==> config.mk <==
export PLATFORM = sky130hd
export DESIGN_NAME = mem_req_ctrl
export DESIGN_NICKNAME = d
export VERILOG_FILES = /design/src/rtl/mem_ctrl_pkg.sv /design/src/rtl/mem_cmd_fifo.sv /design/src/rtl/mem_req_ctrl.sv
export SDC_FILE = /design/constraint.sdc
export NUM_CORES = 1
export LEC_CHECK = 0
export ABC_AREA = 1
export CORE_ASPECT_RATIO = 1.25
export CORE_MARGIN = 2
export CORE_UTILIZATION = 37
export DETAILED_ROUTE_END_ITERATION = 10
export PLACE_DENSITY_LB_ADDON = 0.25
export RECOVER_POWER = 50
export SLEW_MARGIN = 15
export SYNTH_ARGS = -nofsm -noshare
export SYNTH_HDL_FRONTEND = slang
export SYNTH_SLANG_ARGS = --single-unit
==> constraint.sdc <==
create_clock -name clk -period 5.2 [get_ports clk]
set_input_delay 1.3 -clock clk [delete_from_list [all_inputs] [get_ports clk]]
set_output_delay 1.3 -clock clk [all_outputs]
set_load 0.1 [all_outputs]
==> src/rtl/mem_ctrl_pkg.sv <==
// Shared definitions for the memory request front-end: default widths,
// read-sequencing FSM encoding and command word layout {we, addr, wdata}.
package mem_ctrl_pkg;

    localparam int DEF_ADDR_W = 10;
    localparam int DEF_DATA_W = 8;
    localparam int DEF_DEPTH  = 4;

    typedef enum logic [1:0] {
        ST_IDLE      = 2'd0,
        ST_RD_ISSUED = 2'd1,
        ST_RD_DATA   = 2'd2,
        ST_RESP      = 2'd3
    } state_t;

    // Command word: we in the MSB, then address, then write data in the LSBs.
    function automatic int cmd_width(input int addr_w, input int data_w);
        return 1 + addr_w + data_w;
    endfunction

endpackage

==> src/rtl/mem_cmd_fifo.sv <==
// Synchronous command FIFO with full/empty flags; head word is read combinationally.
// No bypass: a word pushed on an edge is visible at the head only after that edge.
module mem_cmd_fifo #(
    parameter int WIDTH = 19,
    parameter int DEPTH = 4
) (
    input  logic             clk,
    input  logic             rst,
    input  logic             push,
    input  logic [WIDTH-1:0] wdata,
    input  logic             pop,
    output logic [WIDTH-1:0] rdata,
    output logic             full,
    output logic             empty
);

    localparam int PTR_W = $clog2(DEPTH);

    logic [WIDTH-1:0] mem [DEPTH];
    logic [PTR_W:0]   wr_ptr;
    logic [PTR_W:0]   rd_ptr;
    logic             push_en;
    logic             pop_en;

    // Extra pointer bit distinguishes full from empty when the indices match.
    assign empty   = (wr_ptr == rd_ptr);
    assign full    = (wr_ptr[PTR_W] != rd_ptr[PTR_W]) &&
                     (wr_ptr[PTR_W-1:0] == rd_ptr[PTR_W-1:0]);
    assign push_en = push && !full;
    assign pop_en  = pop && !empty;
    assign rdata   = mem[rd_ptr[PTR_W-1:0]];

    always_ff @(posedge clk) begin
        if (rst) begin
            wr_ptr <= '0;
            rd_ptr <= '0;
        end else begin
            if (push_en) wr_ptr <= wr_ptr + (PTR_W+1)'(1);
            if (pop_en)  rd_ptr <= rd_ptr + (PTR_W+1)'(1);
        end
    end

    always_ff @(posedge clk) begin
        if (push_en) mem[wr_ptr[PTR_W-1:0]] <= wdata;
    end

endmodule

==> src/rtl/mem_req_ctrl.sv <==
// In-order request front-end for the 1024x8 memory: command FIFO, read FSM, response
// registers. Optional MEM_REQ_CTRL_STATS_EN builds saturating read/write counters.
//
//  state        | meaning
//  -------------+-------------------------------------------------------------
//  ST_IDLE      | pop head each cycle; writes issue and stay, a read leaves
//  ST_RD_ISSUED | mem_rd_req pulse done; memory updates read data this edge
//  ST_RD_DATA   | capture mem_rd_data into the response registers
//  ST_RESP      | hold response until accepted; may pop next command on accept
module mem_req_ctrl
    import mem_ctrl_pkg::*;
#(
    parameter int ADDR_W = DEF_ADDR_W,
    parameter int DATA_W = DEF_DATA_W,
    parameter int DEPTH  = DEF_DEPTH
) (
    input  logic              clk,
    input  logic              rst,
    input  logic              req_valid,
    output logic              req_ready,
    input  logic              req_we,
    input  logic [ADDR_W-1:0] req_addr,
    input  logic [DATA_W-1:0] req_wdata,
    output logic              resp_valid,
    input  logic              resp_ready,
    output logic [DATA_W-1:0] resp_data,
    output logic [ADDR_W-1:0] resp_addr,
    output logic              mem_rd_req,
    output logic [ADDR_W-1:0] mem_rd_addr,
    output logic              mem_wr_req,
    output logic [ADDR_W-1:0] mem_wr_addr,
    output logic [DATA_W-1:0] mem_wr_data,
    input  logic [DATA_W-1:0] mem_rd_data,
    output logic [15:0]       stat_rd_cnt,
    output logic [15:0]       stat_wr_cnt
);

    localparam int CMD_W = cmd_width(ADDR_W, DATA_W);

    state_t            state;
    state_t            state_nxt;
    logic [CMD_W-1:0]  head;
    logic              fifo_full;
    logic              fifo_empty;
    logic              head_we;
    logic [ADDR_W-1:0] head_addr;
    logic [DATA_W-1:0] head_wdata;
    logic              resp_done;
    logic              pop;
    logic              wr_issue;
    logic              rd_issue;

    // Ready is held low during reset so every output reads 0 while rst is high.
    assign req_ready = !fifo_full && !rst;

    mem_cmd_fifo #(
        .WIDTH (CMD_W),
        .DEPTH (DEPTH)
    ) u_fifo (
        .clk   (clk),
        .rst   (rst),
        .push  (req_valid && req_ready),
        .wdata ({req_we, req_addr, req_wdata}),
        .pop   (pop),
        .rdata (head),
        .full  (fifo_full),
        .empty (fifo_empty)
    );

    assign head_we    = head[CMD_W-1];
    assign head_addr  = head[ADDR_W+DATA_W-1:DATA_W];
    assign head_wdata = head[DATA_W-1:0];
    assign resp_done  = (state == ST_RESP) && resp_valid && resp_ready;

    always_ff @(posedge clk) begin
        if (rst) state <= ST_IDLE;
        else     state <= state_nxt;
    end

    always_comb begin
        state_nxt = state;
        case (state)
            ST_IDLE:      if (rd_issue) state_nxt = ST_RD_ISSUED;
            ST_RD_ISSUED: state_nxt = ST_RD_DATA;
            ST_RD_DATA:   state_nxt = ST_RESP;
            ST_RESP: begin
                if (resp_done) state_nxt = rd_issue ? ST_RD_ISSUED : ST_IDLE;
            end
            default:      state_nxt = ST_IDLE;
        endcase
    end

    // Popping is allowed from IDLE, or on the response handshake edge.
    always_comb begin
        pop      = ((state == ST_IDLE) || resp_done) && !fifo_empty;
        wr_issue = pop && head_we;
        rd_issue = pop && !head_we;
    end

    always_ff @(posedge clk) begin
        if (rst) begin
            mem_wr_req  <= 1'b0;
            mem_wr_addr <= '0;
            mem_wr_data <= '0;
            mem_rd_req  <= 1'b0;
            mem_rd_addr <= '0;
            resp_valid  <= 1'b0;
            resp_data   <= '0;
            resp_addr   <= '0;
        end else begin
            mem_wr_req <= wr_issue;
            mem_rd_req <= rd_issue;
            if (wr_issue) begin
                mem_wr_addr <= head_addr;
                mem_wr_data <= head_wdata;
            end
            if (rd_issue) mem_rd_addr <= head_addr;
            if (state == ST_RD_DATA) begin
                resp_valid <= 1'b1;
                resp_data  <= mem_rd_data;
                resp_addr  <= mem_rd_addr;
            end else if (resp_done) begin
                resp_valid <= 1'b0;
            end
        end
    end

`ifdef MEM_REQ_CTRL_STATS_EN
    always_ff @(posedge clk) begin
        if (rst) begin
            stat_rd_cnt <= '0;
            stat_wr_cnt <= '0;
        end else begin
            if (resp_done && stat_rd_cnt != 16'hFFFF)
                stat_rd_cnt <= stat_rd_cnt + 16'd1;
            if (mem_wr_req && stat_wr_cnt != 16'hFFFF)
                stat_wr_cnt <= stat_wr_cnt + 16'd1;
        end
    end
`else
    assign stat_rd_cnt = '0;
    assign stat_wr_cnt = '0;
`endif

endmodule
==> results of run 1 <==
==> final timing paths <==
path,startpoint,end,slack [ns]
worst max-delay path,rst,req_ready,1.23
worst min register to register,mem_rd_addr[6],mem_rd_addr[6],0.47
worst max register to register,flip-flop,mem_wr_data[7],1.75
worst min-delay path,mem_rd_addr[6],mem_rd_addr[6],0.47
==> worst max-delay path: stages <==
cell and delay, ns:
dlygate4sd3_1 0.88, inv_1 0.11, o21ai_1 0.10, inv_1 0.10, buf_12 0.18
==> through the flow <==
stage          hold WS (ns)  instance area (sq um)  utilization, %
6_report              0.471                   6820            47.3
5_1_grt               0.511                   6820            47.3
4_1_cts               0.475                   6900            47.9
3_5_place_dp          0.465                   6270            43.5
3_3_place_gp          0.457                   6270            43.5
2_1_floorplan         0.445                   5570               -
==> cells in the final DEF (no fill, tap or decap), drive strengths merged <==
cell type,n
buf,6
nand2,29
clkinv,3
clkbuf,19
nor2,106
bufinv,4
a21oi,22
nand4,1
clkdlybuf4s50,59
conb,32
inv,32
clkinvlp,4
dlygate4sd3,20
o21ai,82
dfxtp,59
ha,9
o22ai,18
o211ai,1
a211oi,5
edfxtp,76
nand3,9
==> logic make-up (layout without fill, tap and decap cells) <==
kind of cell | Yosys count | in the layout | synth area share, %
fa+ha+maj | 9 | 9 | 2.06
flops | 135 | 135 | 63.5
other cells | 1 | 32 | 0.0687
compound gates | 128 | 128 | 13.1
simple gates | 145 | 145 | 12.3
buf+inv | 85 | 147 | 9.04
==> sequential cells by signal, indices dropped and copies added (netlist names), named ones only <==
| signal | flops |
|---|---|
| mem_wr_addr | 10 |
| resp_data | 8 |
| mem_rd_req | 1 |
| u_fifo.wr_ptr | 3 |
| mem_wr_req | 1 |
| mem_wr_data | 8 |
| u_fifo.rd_ptr | 3 |
| state | 2 |
| resp_addr | 10 |
| resp_valid | 1 |
| mem_rd_addr | 10 |
| u_fifo.mem | 76 |
==> layout make-up <==
cell class | instances | area (sq um)
Tap cell | 178 | 223
Multi-Input combinational cell | 314 | 1540
Sequential cell | 135 | 3460
Fill cell | 1321 | 7590
Timing Repair Buffer | 86 | 852
Clock buffer | 18 | 429
Inverter | 29 | 114
Clock inverter | 14 | 198
==> routing by layer <==
metal	up-vias	track usage (%)	routed length (um)
li1	1817	-	-
met1	1693	17.9	4880
met2	129	25.0	5640
met3	7	4.27	723
met4	0	5.39	116
met5	-	0	0
==> Yosys cell counts (2+ instances only) <==
library cell	count	area share (%)
nand2_4	3	0.62
edfxtp_1	76	42
a211oi_2	5	1.1
nand3_1	6	0.55
nor2_1	96	6.6
ha_1	9	2.1
nand3_4	2	0.64
inv_1	22	1.5
nand2_1	23	1.6
buf_6	4	0.83
o21ai_0	73	6.7
buf_4	35	4.8
inv_2	6	0.41
o21ai_1	9	0.83
o22ai_1	18	2.1
buf_2	6	0.55
nor2_2	9	1.0
nand2_2	2	0.23
clkbuf_1	10	0.69
a21oi_1	21	1.9
dfxtp_1	59	22
==> impl_metrics.toml, run 1 <==
[timing]
clock.fmax_ghz = 0.252
fin_crit_sh_pct = 76.3
fin_crit_ns = 3.97
slew_violations = 46
finalClockSkew_ns = 0.0116
setup_viol = 0
hold_violations = 0
tns_ns = 0
rsz0062_at_grt = "false"
finalWorstSetupSlack_ns = 1.23
max-slew-margin-rel_pct = -9.31
worst_pin_slew_ns = 1.64

[setup_path]
start_kind = "primary input"
required_ns = 3.90
cp.arrival_ns = 2.67
worstSetupPathType = "primary input to output port"
cp-end-kind = "output port"
crit_path_max_fanout = 13
reg2regPathDepth = 7

[layout]
layout-drive-gt1-share_pct = 9.40
final_cells = 774
syn_to_final_growth_pct = 25.0
n_antenna_cell = 0
final_nets = 623

[clocking]
cts_root_buffer = "clkbuf_16"
post_cts_buffers = 0
clk_pin_slew_worst_paths_ns = 0.06
cts_buffer_depth = 2
htree_levels = 4
cts_num_sinks = 135
cts_resized = 0
clock_latency_ns = 0.41
hold_buffers = 0
tritoncts.num_buffers = 17
tritoncts = "built"

[floorplan]
start_util_pct = 37.9
dieHeight_um = 140
num_rows = 49
die_w_um = 113
io_pins = 113
die_area_sq_um = 15700
core-area_sq_um = 14400

[synth]
ys_seq_area_share_pct = 63.5
syn_inst = 503
synth_edf_count = 76
yosysWarningCount = 0
ys.flop_type = "edfxtp_1"
syn_area_sq_um = 5460
synthArstFlopShare_pct = 0
avgSynthCellArea_sq_um = 10.8
ys_ff_latch = 135
yosysUniqueCellTypes = 30

[grt]
overflow = 0
antenna_found_initial = 0
grt_max_degree = 46
grt_usage_pct = 14.8
grt_pass1_wl_um = 18200
grt_pass1_vias = 3620

[worst_hold_path]
hold_path_class = "flip-flop to flip-flop"
whs_path_depth = 2

[run_status]
status = "complete, but fails checks"
failed_checks = "max-capacitance violations, max-slew violations"

[routing]
num_vias = 3646
drtIter0Drc = 204
drt_wl_total_um = 11400
ant_nets = 0
wl_per_cell_um = 14.7
drt_pass1_iterations = 5
avgViaCountPerCell = 4.71
remaining_drc_errors = 0

[place]
gp_congestion = 0.752
dpl.cell_count = 742
dp_hpwl_um = 7440
place.port_buffers = 80
dp_slack_ns = 1.25

[run]
cap_violations = 1
Power of run 1 is left out: the tool's default activity adds up to more than one toggle a clock period on the data nets, which glitch-free logic cannot reach.
==> run 2: changes to the inputs <==
==> constraint.sdc (replaced) <==
create_clock -name clk -period 3.35 [get_ports clk]
set_input_delay 0.8375 -clock clk [delete_from_list [all_inputs] [get_ports clk]]
set_output_delay 0.8375 -clock clk [all_outputs]
set_load 0.1 [all_outputs]
==> run 2 against run 1 <==
The flow still finishes with violations (max-capacitance violations, max-slew violations). Worst setup slack lost 0.63 ns. Critical path depth is the same. First-iteration DRC count grew 39%. Clock skew shrank 0.0018 ns. Sequential cell count is the same. Via count grew 1.8%. Die area is the same.
==> impl_metrics.toml, run 2 (same netlist as run 1, synthesis figures left out) <==
[layout]
n_antenna_cell = 0
stdcell_area_sq_um = 6610
layout-drive-gt1-share_pct = 14.2
num-fill-cells = 1353
multi_input_area_sq_um = 1620
syn_to_final_growth_pct = 21.1
final_nets = 626
mostFrequentLayoutCell = "nor2_1"
area.sequential_sq_um = 3460
final_cell_mix = "nor2_1, edfxtp_1, o21ai_0, dfxtp_1, clkbuf_1"
largest_register_ffs = 76

[grt]
overflow = 0
grt_usage_pct = 14.6
antenna_found_initial = 0
grt_pass1_vias = 3389
grt_pass1_wl_um = 17800
grt_max_degree = 46

[clocking]
cts_num_sinks = 135
post_cts_buffers = 0
tritoncts.num_buffers = 17
clock_latency_ns = 0.42
clk_pin_slew_worst_paths_ns = 0.06
tritoncts = "built"
htree_levels = 4
cts_root_buffer = "clkbuf_16"
cts_buffer_depth = 2
cts_resized = 0
hold_buffers = 0

[floorplan]
start_util_pct = 37.9
io_pins = 113
die_w_um = 113
core-area_sq_um = 14400
die_area_sq_um = 15700
dieHeight_um = 140
num_rows = 49

[setup_path]
cp.arrival_ns = 3.08
ff2ff_setup_slack_ns = 1.41
required_ns = 3.69
start_kind = "primary input"
cp-end-kind = "flip-flop"
reg2regPathDepth = 9
crit_path_start = "rst"
crit_path_max_fanout = 45
worstSetupPathType = "primary input to flip-flop"
r2r-end = "state[0]"

[timing]
tns_ns = 0
fin_crit_sh_pct = 81.9
hold_violations = 0
setup_viol = 0
finalClockSkew_ns = 0.00976
rsz0062_at_grt = "false"
clock.fmax_ghz = 0.364
worst_pin_slew_ns = 1.65
fin_crit_ns = 2.74
max-slew-margin-rel_pct = -9.79
slew_violations = 46

[routing]
drt_pass1_iterations = 4
num_vias = 3712
wl_per_cell_um = 14.6
drtIter0Drc = 284
avgViaCountPerCell = 4.78
ant_nets = 0
drt_wl_total_um = 11400
remaining_drc_errors = 0

[worst_hold_path]
hold_path_class = "flip-flop to flip-flop"
min_to = "mem_rd_addr[6]"
whs_path_depth = 2
hp-start = "mem_rd_addr[6]"

[run_status]
failed_checks = "max-capacitance violations, max-slew violations"
status = "complete, but fails checks"

[place]
gp_congestion = 0.726
place.port_buffers = 80
placed_cell_area_sq_um = 6170
dp_hpwl_um = 7390

[run]
cap_violations = 1
-- run 2: how the worst max path moves through the flow --
stage | to | slack, ns | cells after the start
after floorplan | u_fifo.mem[3][0] | 0.15 | 5
after CTS | req_ready | 0.79 | 5
after global routing | mem_rd_addr[6] | 0.38 | 5
final | flip-flop | 0.61 | 5
after detailed placement | req_ready | 0.80 | 5
after global placement | req_ready | 0.80 | 5
-- run 2: area by class of cell --
type                       instances  area share, %
clock buffer                      17           6.44
clock inverter                    15           2.40
inverter                          29           1.72
multi-input combinational        314           24.4
sequential                       135           52.4
tap                              178           3.37
timing repair buffer              89           9.22
-- run 2: per-stage QoR --
step	hold WS (ns)	setup slack [ns]	utilization, %	std cells
floorplan	0.445	0.151	-	534
global placement	0.459	0.797	42.8	745
detailed placement	0.463	0.797	42.8	745
CTS	0.473	0.794	46.9	777
global route	0.501	0.383	45.9	777
finish	0.472	0.606	45.9	777
-- run 2: routing by layer --
metal	routed length, um	vias to the layer above	global-route usage (%)
met5	0	-	0
met4	184	0	5.97
met3	640	18	3.88
met2	5490	121	23.7
met1	5060	1741	18.5
li1	-	1832	-
-- run 2: critical path: stages --
cell and delay [ns]:
clkdlybuf4s50_1 0.42, inv_1 0.07, clkbuf_1 1.18, o21ai_0 0.34, a21oi_1 0.22
Power of run 2 is left out for the same reason.
==> edit, RTL diff (flow settings as in run 2) <==
Set the package constant `DEF_DATA_W` to 6 (it was 8).
--- a/src/rtl/mem_ctrl_pkg.sv
+++ b/src/rtl/mem_ctrl_pkg.sv
@@ -4,5 +4,5 @@
 
     localparam int DEF_ADDR_W = 10;
-    localparam int DEF_DATA_W = 8;
+    localparam int DEF_DATA_W = 6;
     localparam int DEF_DEPTH  = 4;
 
Interface: changed (resized mem_rd_data, mem_wr_data, req_wdata and resp_data); port bits go from 113 to 105. The function was not compared with the original's and may differ.
==> edit against run 2 <==
Cell count decreased by 5.8%; highest routed layer unchanged; area after synthesis decreased by 10%; routed wire length decreased by 11%; worst setup slack improved by 0.14 ns; die area decreased by 9.7%; final area decreased by 9.2%; global-route usage decreased by 0.14 points; sequential cell count decreased by 12.
Power is not shown: default switching activity piles up to over one toggle a cycle in this logic, so the estimate is an artifact.
==> edit: results (changes against run 2) <==
Synthesis
  • Synth unique cells: 28 (-6.7%)
  • Post-synthesis sequential area ratio: 64.0% (+0.55 points)
  • Top cells by count, synth: 100 x nor2_1, 71 x o21ai_0, 68 x edfxtp_1, 55 x dfxtp_1, 33 x buf_4
  • Total number of yosys warnings: 0 (unchanged)
  • Syn_area_per_cell: 10.4 um^2 (-3.7%)
  • Top post-synthesis cells by area: edfxtp_1 42%, dfxtp_1 22%, nor2_1 7.6%
  • EDFF count, synth: 68 (-11%)
  • Async S/R FF share, synth: 0% (unchanged)

Placed design
  • Hpwl dp: 6.64 mm (-10%)
  • PortBufs: 72 (-10%)
  • Placer congestion estimate: 0.737 (+1.6%)
  • Placed Cells: 700 (-6.0%)

Layout
  • Share of cells above drive strength 1: 10.3% (-3.9 points)
  • Nets: 584 (-6.7%)
  • Max reg flops: 68 (-11%)
  • # diodes: 0 (unchanged)
  • Fill cells: 1218 (-10%)

Timing
  • Clock skew: 0.00566 ns (-0.00411 ns)
  • Slew HR: 2.67% (+12 points)

Routing
  • Met3 Wirelength: 434 um (-32%)
  • Final WL: 10.2 mm (-11%)
  • WL/cell: 13.9 um (-5.1%)
  • Metal1 wirelength: 4.49 mm (-11%)
  • Top layer in use: met4
  • Via density: 4.71 (-1.3%)
  • Drt first pass iters: 4 (unchanged)
  • DR WL met2: 5.06 mm (-7.8%)
  • Initial drt markers: 205 (-28%)

Setup path
  • Reg2Reg Depth: 8 (-1)
  • Slowest stage cell, crit path: clkbuf_1
  • Arr. time, crit path: 2.93 ns (-0.15 ns)
  • Crit path largest cell delay: 1.05 ns (-0.13 ns)
  • CP max FO: 39 (-13%)
  • Worst reg2reg endpoint: state[0]
  • Reg2Reg Setup Slack: 1.22 ns (-0.19 ns)
  • Critical path startpoint: rst

Hold path
  • Min-Delay Path Depth: 2 (unchanged)
  • Hold Path Origin: mem_rd_addr[9]
  • Hold path endpoint: mem_rd_addr[9]
  • Worst Hold Class: flip-flop to flip-flop

Clocking
  • Clock Tree Buf Depth: 2 (unchanged)
  • Post-CTS resize count: 0 (unchanged)
  • CTS Root Cell: clkbuf_16
  • Worst-path clk slew: 0.06 ns (about the same)
  • Post-CTS setup buffers: 0 (unchanged)
  • Cts bufs inserted: 17 (unchanged)
  • Htree depth: 4 (unchanged)
  • Worst skew pair latency: 0.41 ns
  • Hold buffers post-CTS: 0 (unchanged)

Global routing
  • Largest net degree at the start of global routing: 40 (-13%)
  • GRT Total Usage: 14.4% (-0.14 points)
  • Vias in the first global route: 3199 (-5.6%)
  • First-pass GRT wire length: 15.9 mm (-11%)
  • Initial antenna violation count: 0 (unchanged)

Outcome
  • Status: complete, no violations
## edit: critical path, delay by kind of cell
family,cells,cell delay [ns]
AOI/OAI and AO/OA,2,0.54
buffers and inverters,3,1.54
## edit: worst max path at each step
stage	endpoint	slack, ns
2_1_floorplan	u_fifo.mem[3][0]	0.20
3_3_place_gp	req_ready	0.80
3_5_place_dp	mem_wr_data[4]	0.79
4_1_cts	req_ready	0.80
5_1_grt	flip-flop	0.46
6_report	flip-flop	0.75
## edit: kinds of logic after synthesis
logic type               share of synthesized area (%)
buffers and inverters                             8.92
flip-flops                                        64.0
AO/OA/AOI/OAI                                     12.0
other                                           0.0764
AND/OR/NAND/NOR                                   12.7
adder cells (fa/ha/maj)                           2.29
## edit: final cells by class
type / count / area, um^2 / share of cell area, %
well taps: 171 / 214 / 3.56
inverters: 24 / 92.6 / 1.54
multi-input cells: 302 / 1430 / 23.8
flip-flops and latches: 123 / 3140 / 52.4
clock inverters: 14 / 159 / 2.65
repair buffers: 80 / 539 / 8.98
clock buffers: 18 / 429 / 7.15
## edit: metal layers
layer,global-route usage [%],up-vias
li1,-,1703
met3,2.17,18
met4,7.94,0
met1,17.7,1604
met5,0,-
met2,24.2,126
## edit: stage by stage
step | worst slack (ns) | hold slack [ns] | cell area [um^2]
after CTS | 0.797 | 0.481 | 6160
after floorplan | 0.197 | 0.459 | 5020
final | 0.749 | 0.482 | 6000
after detailed placement | 0.788 | 0.471 | 5570
after global routing | 0.457 | 0.499 | 6000
after global placement | 0.798 | 0.471 | 5570
